$ cat config.mk
export PLATFORM = sky130hd
export DESIGN_NAME = sqrt_req_master
export DESIGN_NICKNAME = d
export VERILOG_FILES = /design/src/rtl/sqrt_req_master.sv
export SDC_FILE = /design/constraint.sdc
export NUM_CORES = 1
export LEC_CHECK = 0
export CAP_MARGIN = 20
export CORE_MARGIN = 4
export CORE_UTILIZATION = 39
export CTS_CLUSTER_SIZE = 24
export DETAILED_ROUTE_END_ITERATION = 16
export HOLD_SLACK_MARGIN = 0.03
export PLACE_DENSITY = 0.8
export SYNTH_ARGS = -nofsm -noshare
export SYNTH_HDL_FRONTEND = slang
export SYNTH_SLANG_ARGS = --single-unit
$ cat constraint.sdc
create_clock -name clk -period 2.3 [get_ports clk]
set_clock_uncertainty 0.05 [all_clocks]
set_input_delay 0.345 -clock clk [delete_from_list [all_inputs] [get_ports clk]]
set_output_delay 0.345 -clock clk [all_outputs]
set_load 0.1 [all_outputs]
$ cat src/rtl/sqrt_req_master.sv
// Initiator side of the four-phase valid/wdata/ready/rdata coprocessor handshake.
// Define REQ_TIMEOUT_EN to abort requests the responder leaves unanswered for TIMEOUT_CYCLES.
module sqrt_req_master #(
  parameter int DATA_W         = 32,
  parameter int CNT_W          = 16,
  parameter int TIMEOUT_CYCLES = 1024
) (
  input  logic              clk,
  input  logic              reset,
  input  logic              in_valid,
  input  logic [DATA_W-1:0] in_data,
  output logic              in_ready,
  output logic              out_valid,
  output logic [DATA_W-1:0] out_data,
  output logic              out_err,
  input  logic              out_ready,
  output logic              co_valid,
  output logic [DATA_W-1:0] co_wdata,
  input  logic              co_ready,
  input  logic [DATA_W-1:0] co_rdata,
  output logic              busy,
  output logic [CNT_W-1:0]  done_count,
  output logic [1:0]        o_dbg_state
);

  // Stream ports transfer on a rising edge with valid && ready; the coprocessor side is
  // four-phase: co_valid holds until co_ready, then ready must fall before a new request.
  typedef enum logic [1:0] {
    S_IDLE    = 2'd0,
    S_REQ     = 2'd1,
    S_RELEASE = 2'd2,
    S_OUT     = 2'd3
  } state_t;

  state_t            r_state, w_state_nx;
  logic              r_co_valid, w_co_valid_nx;
  logic [DATA_W-1:0] r_co_wdata, w_co_wdata_nx;
  logic              r_out_valid, w_out_valid_nx;
  logic [DATA_W-1:0] r_out_data, w_out_data_nx;
  logic              r_out_err, w_out_err_nx;
  logic [CNT_W-1:0]  r_done_count, w_done_count_nx;
  logic              w_timeout;

`ifdef REQ_TIMEOUT_EN
  localparam int TO_W = (TIMEOUT_CYCLES > 1) ? $clog2(TIMEOUT_CYCLES) : 1;
  localparam logic [TO_W-1:0] TO_LAST = TO_W'(TIMEOUT_CYCLES - 1);
  logic [TO_W-1:0] r_wait_cnt;

  // Counts REQ cycles; zero in the first REQ cycle, so TO_LAST marks the last allowed one.
  always_ff @(posedge clk) begin
    if (reset || (r_state != S_REQ)) begin
      r_wait_cnt <= '0;
    end else begin
      r_wait_cnt <= r_wait_cnt + TO_W'(1);
    end
  end

  assign w_timeout = (r_state == S_REQ) && (r_wait_cnt == TO_LAST);
`else
  assign w_timeout = 1'b0;
`endif

  assign in_ready    = (r_state == S_IDLE) && !co_ready;
  assign busy        = (r_state != S_IDLE);
  assign o_dbg_state = r_state;
  assign co_valid    = r_co_valid;
  assign co_wdata    = r_co_wdata;
  assign out_valid   = r_out_valid;
  assign out_data    = r_out_data;
  assign out_err     = r_out_err;
  assign done_count  = r_done_count;

  always_comb begin
    w_state_nx      = r_state;
    w_co_valid_nx   = r_co_valid;
    w_co_wdata_nx   = r_co_wdata;
    w_out_valid_nx  = r_out_valid;
    w_out_data_nx   = r_out_data;
    w_out_err_nx    = r_out_err;
    w_done_count_nx = r_done_count;
    case (r_state)
      S_IDLE: begin
        if (in_valid && in_ready) begin
          w_co_wdata_nx = in_data;
          w_co_valid_nx = 1'b1;
          w_state_nx    = S_REQ;
        end
      end
      S_REQ: begin
        // A result on the timeout edge still counts as a normal result.
        if (co_ready) begin
          w_out_data_nx = co_rdata;
          w_out_err_nx  = 1'b0;
          w_co_valid_nx = 1'b0;
          w_state_nx    = S_RELEASE;
        end else if (w_timeout) begin
          w_out_data_nx = '0;
          w_out_err_nx  = 1'b1;
          w_co_valid_nx = 1'b0;
          w_state_nx    = S_RELEASE;
        end
      end
      S_RELEASE: begin
        if (!co_ready) begin
          w_out_valid_nx = 1'b1;
          w_state_nx     = S_OUT;
        end
      end
      S_OUT: begin
        if (out_ready) begin
          w_out_valid_nx  = 1'b0;
          w_done_count_nx = r_done_count + CNT_W'(1);
          w_state_nx      = S_IDLE;
        end
      end
      default: w_state_nx = S_IDLE;
    endcase
  end

  always_ff @(posedge clk) begin
    if (reset) begin
      r_state      <= S_IDLE;
      r_co_valid   <= 1'b0;
      r_co_wdata   <= '0;
      r_out_valid  <= 1'b0;
      r_out_data   <= '0;
      r_out_err    <= 1'b0;
      r_done_count <= '0;
    end else begin
      r_state      <= w_state_nx;
      r_co_valid   <= w_co_valid_nx;
      r_co_wdata   <= w_co_wdata_nx;
      r_out_valid  <= w_out_valid_nx;
      r_out_data   <= w_out_data_nx;
      r_out_err    <= w_out_err_nx;
      r_done_count <= w_done_count_nx;
    end
  end

endmodule

## After elaboration in Yosys (flattened, before gate mapping)

Cells that the tools add are included.

| operators by class | value |
|---|---|
| bitwise operators | 0 |
| add/subtract/negate cells | 1 |
| shift operators | 0 |
| reductions and logical operators | 13 |
| div/mod/pow operators | 0 |
| equal/unequal tests | 7 |
| order comparisons | 0 |
| muxes and demuxes | 11 |
| multiply operators | 0 |

Operators with widths:

| cell | count |
|---|---|
| $add 16x1->16 const B | 1 |
| $mux 2 | 4 |
| $pmux 2 s4 | 1 |
| $ne 2x2->1 const B | 3 |
| $reduce_and 2->1 | 3 |
| $reduce_and 3->1 | 2 |
| $reduce_bool 2->1 | 3 |
| $eq 2x2->1 const B | 2 |
| $mux 1 | 4 |
| $pmux 1 s2 | 2 |
| $reduce_and 4->1 | 1 |
| $eq 2x1->1 const B | 1 |
| $logic_and 1x1->1 | 2 |
| $logic_not 2->1 | 1 |
| $ne 2x1->1 const B | 1 |
| $logic_not 1->1 | 1 |

| word-level totals | value |
|---|---|
| input bits | 69 |
| memories kept | 0 |
| logic and storage cells | 38 |
| output and inout bits | 87 |
| memory bits (read-only) | 0 |
| flip-flop bits (word level) | 84 |
| bits in writable memories | 0 |
| latch bits | 0 |

## Logic depth before layout (Yosys ltp)

Gate-level depths: netlist (run 1).

| logic depth | value |
|---|---|
| word-level depth | 5 |
| depth in mapped cells | 8 |
| gate-level depth less buffers | 6 |

## Worst setup path after synthesis (run 1)

OpenSTA, ideal clock, no wires.

| timing | value |
|---|---|
| path kind | register to register |
| start | reg r_state[0], in the netlist o_dbg_state[0] |
| end | reg r_co_wdata[0], in the netlist co_wdata[0] |
| path buffers | 2 |
| slack | -1121 ps |
| cell stages (with the launch flop) | 9 |
| arrival | 3301 ps |
| required time | 2179 ps |
| setup time | 71 ps |
| period minus slack after synthesis | 3421 ps |
| cells stage by stage | dfxtp_1 inv_1 ha_1 nor2b_1 and2_1 clkbuf_1 buf_2 nand2_1 a21oi_1 |

| between the ends | value |
|---|---|
| word-level cells in the longest chain between the ends | 4 |

RTL lines:

| what | line | RTL |
|---|---|---|
| start: declaration | 35 | `state_t r_state, w_state_nx;` |
| start signal: assignment | 130 | `r_state <= w_state_nx;` |
| $logic_not 2->1 | 63 | `assign in_ready = (r_state == S_IDLE) && !co_ready;` |
| $logic_and 1x1->1 | 63 |  |
| via in_ready | 12 | `output logic in_ready,` |
| $logic_and 1x1->1 | 83 | `if (in_valid && in_ready) begin` |
| $reduce_and 2->1 (no line) | n/a |  |
| end signal: assignment | 132 | `r_co_wdata <= w_co_wdata_nx;` |
| end: declaration | 37 | `logic [DATA_W-1:0] r_co_wdata, w_co_wdata_nx;` |

The timed path passes the listed nets, and every way through them passes these cells.
A chain may end at the register's enable or synchronous reset.

## Final worst setup path (run 1)

| timing | value |
|---|---|
| start | reg r_state[0], in the netlist o_dbg_state[0] |
| end | out in_ready |

| between the ends | value |
|---|---|
| word-level cells in the longest chain between the ends | 2 |

RTL lines:

| what | line |
|---|---|
| $logic_not 2->1 | 63 |
| $logic_and 1x1->1 | 63 |
| end: declaration | 12 |

Every way passes these cells.

==> summary.txt, run 1 <==
first-pass GRT wire length: 14100 um
RSZ-0062 raised after global routing: no
Clock H-tree levels: 3
GRT Resource Usage Total: 0.175
CP arrival: 1.42 ns
Final nets: 622
insertion delay to the later sink of the worst-skew pair: 0.34 ns
drt pass-1 iters: 4
flops & latches, synth: 84
worst hold path class: reg -> reg
synth top area cells: dfxtp_1, nand2_1, a21oi_1
Routability Congestion: 0.781
post-DP HPWL: 6330 um
Worst Path Required: 1.90 ns
area of all placed cells without fillers: 0.00492 mm^2
most common flop cell mapped by yosys: dfxtp_1
Max clock buf depth: 2
top cells by count, synth: nand2_1, dfxtp_1, a21oi_1, clkbuf_1, nor2_1
status: complete, no violations
startpoint types: flip-flop
Max-cap violations: 0
synthesized instance count: 398
count leader, synth: nand2_1
area grow syn2layout: 53.3%
die width: 98.7 um
Static Leak: 2.00 nW
count of different cell masters after synthesis: 36
initial antenna violation count: 0
grt ovf: 0
placed cell areas: 0.00467 mm^2
async set-reset flop share out of synthesis: 0
number of buffers created by CTS: 9
critical register-to-register path startpoint: o_dbg_state[0]
period utilization: 0.791
Final ANT Viol Nets: 0
clock sinks: 84
# resized after CTS: 0
post-synthesis sequential area ratio: 0.524
critical path type: reg -> out
mapped cell area: 0.00321 mm^2
I/O Buffers: 154
max-slew violation count: 0
setup bufs post-CTS: 0
remaining routing DRC violations: 0
Final Hold Fails: 0
Syn. warnings: 0
Reg clk slew, reported paths: 0.08 ns
vias per cell: 4.76
EDFF count, synth: 0
crit path from: o_dbg_state[0]
DIE HEIGHT: 98.7 um
vias in the first global route: 3015
CTS tree: yes
full die area: 0.00974 mm^2
post-synth top area share: 0.524
Tmin final: 1.82 ns
Ports: 156
Initial Utilization: 0.409
setup TNS: 0 ns
fraction of layout cells with a size suffix above 1: 0.214
largest vdd supply drop: 0.000639 V
pin count of the biggest net entering global routing: 85
Hold Buf Count CTS: 0
via count: 3110
Power Density: 1090 mW/mm^2
Syn Area/Cell: 8.06 um^2
syn_nets: 473
Iter 0 DRT Violations: 103
Synth area leader: dfxtp_1
final wirelength: 8670 um
total core area: 0.00785 mm^2
routed wire length per instance: 13.3 um
row count: 32
Hold Startpoint: out_data[31]
CP Max Fanout: 5
clk root buf: clkbuf_8
Setup violations, final: 0
diodes inserted: 0
f_max: 550 MHz
Crit. End Element: output port
==> sequential cells by signal, summed over array words and instances, names as in the netlist <==
register,flops
done_count,16
out_data,32
co_valid,1
out_valid,1
co_wdata,32
o_dbg_state,2
==> metal layers <==
layer,wire length (um),share of wire,global-route usage
met5,0,0,0
met4,96,0.011,0.0462
met3,677,0.078,0.0658
met2,4240,0.49,0.303
met1,3650,0.42,0.204
==> worst max-delay path, cell delays in order (launching register included) <==
cell	delay, ns
dfxtp_2	0.35
inv_1	0.11
ha_1	0.23
nor2b_4	0.21
buf_12	0.19
==> logic make-up (layout without fill, tap and decap cells) <==
family,Yosys count,count (layout),share of synthesized area
and+or+nand+nor,184,184,0.248
DFF,84,84,0.524
AOI/OAI and AO/OA,82,82,0.135
buffers and inverters,30,183,0.0394
xor gates and xnor gates,11,11,0.0300
adders and majority gates,6,6,0.0234
other,1,1,0.00117
==> where the power goes <==
group,internal [W],switching (W)
clock,0.000824,0.000493
sequential,0.00162,0.0000998
combinational,0.000565,0.00177
==> placed cells by master, fill, tap and decap left out, types with 2 or more instances in the layout <==
cell / count
nand3_1: 5
nand2b_1: 2
clkbuf_8: 9
xnor2_1: 4
dfxtp_1: 81
or3_1: 2
nand4_1: 4
xor2_1: 7
and4_1: 2
a21oi_1: 73
clkdlybuf4s50_1: 67
o21ai_0: 3
nor2_1: 13
and2_1: 2
buf_4: 92
bufinv_16: 4
dfxtp_2: 3
inv_1: 5
buf_12: 3
nor3_1: 3
ha_1: 6
nor4_1: 2
nand2_1: 140
==> metrics by stage <==
| step | hold slack, ns | std cells | util | setup slack [ns] | total power, W |
|---|---|---|---|---|---|
| 2_1_floorplan | 0.430 | 398 | - | 0.0155 | 0.00352 |
| 3_3_place_gp | 0.393 | 638 | 0.595 | 0.394 | 0.00407 |
| 3_5_place_dp | 0.397 | 638 | 0.595 | 0.345 | 0.00411 |
| 4_1_cts | 0.410 | 653 | 0.627 | 0.454 | 0.00543 |
| 5_1_grt | 0.427 | 653 | 0.627 | 0.374 | 0.00563 |
| 6_report | 0.407 | 653 | 0.627 | 0.481 | 0.00537 |
==> layout make-up <==
cell class | instances | area (um^2)
Clock buffer | 10 | 128
Clock inverter | 5 | 125
Fill cell | 705 | 2930
Inverter | 5 | 18.8
Multi-Input combinational cell | 284 | 1410
Sequential cell | 84 | 1690
Tap cell | 102 | 128
Timing Repair Buffer | 163 | 1430
==> final timing paths <==
| check | slack (ns) | depth (start not counted) | end |
|---|---|---|---|
| worst max register to register | 0.59 | 5 | done_count[14] |
| worst min register to register | 0.41 | 2 | out_data[31] |
| worst max-delay path | 0.48 | 4 | in_ready |
| worst min-delay path | 0.41 | 2 | out_data[31] |
Power figures use the tool's default switching activity.
==> run 2, diff against run 1 <==
Clock period 2.3 ns to 1.9 ns, I/O delays scaled along.
==> summary.txt, run 2 (synthesis gave the netlist of run 1 again) <==
CP arrival: 1.85 ns
CP Max Fanout: 6
status: complete, no violations
worst setup path endpoint: done_count[13]
most common cell after layout, fill and taps aside: nand2_1
total core area: 0.00785 mm^2
Ports: 156
Static Leak: 1.99 nW
final wirelength: 8440 um
Setup violations, final: 0
startpoint types: flip-flop
Iter 0 DRT Violations: 62
Tmin final: 1.64 ns
placed cell areas: 0.00475 mm^2
Hold Buf Count CTS: 0
Worst-Margin Slew: 0.565 ns
area grow syn2layout: 53.1%
total power after layout: 0.00608 W
DIE HEIGHT: 98.7 um
drt pass-1 iters: 4
pin count of the biggest net entering global routing: 34
number of buffers created by CTS: 9
capture point of the worst reg-to-reg path: done_count[13]
f_max: 609 MHz
area of all placed cells without fillers: 0.00491 mm^2
worst hold path class: in -> reg
flop2flop setup slack: 0.26 ns
vias per cell: 4.77
most frequent cells in the layout: nand2_1, buf_4, a21oi_1
remaining routing DRC violations: 0
insertion delay to the later sink of the worst-skew pair: 0.33 ns
RSZ-0062 raised after global routing: no
Critical Path Max Stage Delay: 0.39 ns
grt ovf: 0
min setup slack post-route: 0.258 ns
max-slew violation count: 0
WHS: 0.395 ns
Final nets: 625
crit path from: o_dbg_state[0]
initial antenna violation count: 0
Final Hold Fails: 0
Routability Congestion: 0.814
Final ANT Viol Nets: 0
Worst Path Buf+Inv: 1
full die area: 0.00974 mm^2
CTS tree: yes
die width: 98.7 um
Crit. End Element: flip-flop
setup TNS: 0 ns
fraction of layout cells with a size suffix above 1: 0.252
Worst Reg-to-Reg Cells: 6
first-pass GRT wire length: 14000 um
clock sinks: 84
# resized after CTS: 0
Initial Utilization: 0.409
row count: 32
post-DP HPWL: 6420 um
Worst path top cell family by delay: simple AND/OR/NAND/NOR gates
fillers: 672
Worst Path Required: 2.11 ns
GRT Resource Usage Total: 0.172
Max clock buf depth: 2
slew margin rel.: 0.624
period utilization: 0.864
clk root buf: clkbuf_8
Max-cap violations: 0
setup bufs post-CTS: 0
via count: 3132
critical path type: reg -> reg
Power Density: 1240 mW/mm^2
Clock H-tree levels: 3
pre-CTS setup slack: 0.0361 ns
critical register-to-register path startpoint: o_dbg_state[0]
largest vdd supply drop: 0.000918 V
Reg clk slew, reported paths: 0.08 ns
I/O Buffers: 154
CP Depth: 6
vias in the first global route: 3087
routed wire length per instance: 12.8 um
diodes inserted: 0
slowest CP cell: dfxtp_4
cell breakdown of the critical path: ha_1 -> and4_1 -> buf_4 -> nand2_1 -> or3_1 -> a21oi_1
-- run 2: changes by cell type in the layout (fill, tap and decap cells not counted), sizes merged --
cell / delta
clkinvlp: +2
inv: +1
buf: +3
clkinv: +2
bufinv: -4
-- run 2: per-stage QoR --
step                instances  utilization
detailed placement        641        0.605
finish                    657        0.626
CTS                       657        0.626
global route              657        0.626
global placement          641        0.605
floorplan                 398            -
-- run 2: power breakdown --
part	internal (W)	total [W]	switching, W	leakage (nW)
registers	0.00197	0.00209	0.000127	0.691
clock network	0.000474	0.00109	0.000619	0.0826
logic	0.000738	0.00290	0.00216	1.21
total	0.00318	0.00608	0.00290	1.99
-- run 2: routing by layer --
metal,track usage,wire (um)
met1,0.205,3550
met2,0.297,4180
met3,0.0573,653
met4,0.0473,59
met5,0,0
-- run 2: final cells by class --
class / instances / area (um^2) / area share
Sequential cell: 84 / 1710 / 0.347
Tap cell: 102 / 128 / 0.0260
Clock inverter: 6 / 40.0 / 0.00815
Timing Repair Buffer: 166 / 1460 / 0.297
Multi-Input combinational cell: 284 / 1430 / 0.290
Clock buffer: 10 / 128 / 0.0260
Inverter: 5 / 23.8 / 0.00484
-- run 2: how the worst min path moves through the flow --
| stage | endpoint | from | depth (start not counted) | slack [ns] |
|---|---|---|---|---|
| after CTS | out_data[19] | reset | 2 | 0.38 |
| after detailed placement | out_data[7] | out_data[7] | 2 | 0.40 |
| after global placement | co_wdata[20] | co_wdata[20] | 2 | 0.39 |
| after floorplan | co_wdata[1] | in_data[1] | 2 | 0.37 |
| after global routing | out_data[29] | reset | 2 | 0.41 |
| final | out_data[19] | reset | 2 | 0.40 |
-- run 2: worst reg2reg max path, cell delays in order (launching register included) --
cell and delay [ns]:
dfxtp_4 0.39, ha_1 0.23, and4_1 0.24, buf_4 0.15
nand2_1 0.06, or3_1 0.31, a21oi_1 0.14
==> run 3, diff against run 2 <==
Settings changed: PLACE_DENSITY 0.8 to 0.78.
==> summary.txt, run 3 (synthesis gave the netlist of run 1 again) <==
diodes inserted: 0
Routability Congestion: 0.770
critical path type: reg -> reg
final wirelength: 8650 um
fillers: 678
period utilization: 0.860
f_max: 612 MHz
clk root buf: clkbuf_8
slew margin rel.: 0.664
status: complete, no violations
placed cell areas: 0.00477 mm^2
vias in the first global route: 3072
routed wire length per instance: 13.2 um
fraction of layout cells with a size suffix above 1: 0.247
Final ANT Viol Nets: 0
total power after layout: 0.00640 W
largest vdd supply drop: 0.000779 V
clock sinks: 84
Max-cap violations: 0
Static Leak: 2.01 nW
Hold Buf Count CTS: 0
die width: 98.7 um
Final nets: 622
Ports: 156
via count: 3153
Storage cell area: 0.00171 mm^2
grt ovf: 0
Crit. End Element: flip-flop
Final Hold Fails: 0
first-pass GRT wire length: 14100 um
min setup slack post-route: 0.266 ns
Initial Utilization: 0.409
I/O Buffers: 154
Clock H-tree levels: 3
post-DP HPWL: 6390 um
Worst Path Required: 2.12 ns
Power Density: 1280 mW/mm^2
Reg clk slew, reported paths: 0.09 ns
pre-CTS setup slack: 0.0449 ns
DIE HEIGHT: 98.7 um
# resized after CTS: 0
setup TNS: 0 ns
CTS tree: yes
remaining routing DRC violations: 0
area grow syn2layout: 55.4%
Tmin final: 1.63 ns
Iter 0 DRT Violations: 88
number of buffers created by CTS: 9
setup bufs post-CTS: 0
max-slew violation count: 0
insertion delay to the later sink of the worst-skew pair: 0.33 ns
most frequent cells in the layout: nand2_1, buf_4, a21oi_1
total core area: 0.00785 mm^2
Multi-input gate area: 0.00143 mm^2
RSZ-0062 raised after global routing: no
row count: 32
vias per cell: 4.83
Setup violations, final: 0
GRT Resource Usage Total: 0.174
Max clock buf depth: 2
drt pass-1 iters: 4
area of all placed cells without fillers: 0.00499 mm^2
most common cell after layout, fill and taps aside: nand2_1
CP arrival: 1.85 ns
CP Max Fanout: 5
initial antenna violation count: 0
worst hold path class: in -> reg
full die area: 0.00974 mm^2
pin count of the biggest net entering global routing: 34
startpoint types: flip-flop
WHS: 0.373 ns
Worst-Margin Slew: 0.504 ns
-- run 3: cell types whose count changed in the layout (fill, tap and decap cells not counted) --
cell        delta
clkinvlp_4     -2
inv_4          -1
buf_4          -7
bufinv_16      +2
clkinv_2       -1
buf_12         +4
clkbuf_8       +1
-- run 3: worst max-delay path, stage by stage, from the launching register on --
cell and delay, ns:
dfxtp_4 0.39, ha_1 0.22, nand3_2 0.11, nor2_1 0.17
or4b_1 0.46, a21oi_1 0.17
-- run 3: final timing paths --
path	from	end	slack, ns	cells after the start
max	o_dbg_state[0]	done_count[14]	0.27	5
min	reset	co_wdata[10]	0.37	2
max reg2reg	o_dbg_state[0]	done_count[14]	0.27	5
min reg2reg	out_data[28]	out_data[28]	0.40	2
-- run 3: layer usage --
layer	vias up	wire length [um]	track usage
li1	1606	-	-
met1	1429	3400	0.193
met2	112	4320	0.306
met3	6	856	0.0658
met4	0	77	0.0578
met5	-	0	0
-- run 3: cell type report --
cell class,count,area share
Inverter,5,0.00477
Clock buffer,11,0.0283
Sequential cell,84,0.342
Timing Repair Buffer,163,0.298
Clock inverter,4,0.0148
Multi-Input combinational cell,284,0.286
Tap cell,102,0.0256
-- run 3: report_power, final --
group | switching [W] | internal (W)
clock | 0.000603 | 0.000771
sequential | 0.000127 | 0.00197
combinational | 0.00217 | 0.000769
total | 0.00290 | 0.00351
-- run 3: per-stage QoR --
stage                     instances   util
after floorplan                 398      -
after global placement          638  0.608
after detailed placement        638  0.608
after CTS                       653  0.636
after global routing            653  0.636
final                           653  0.636
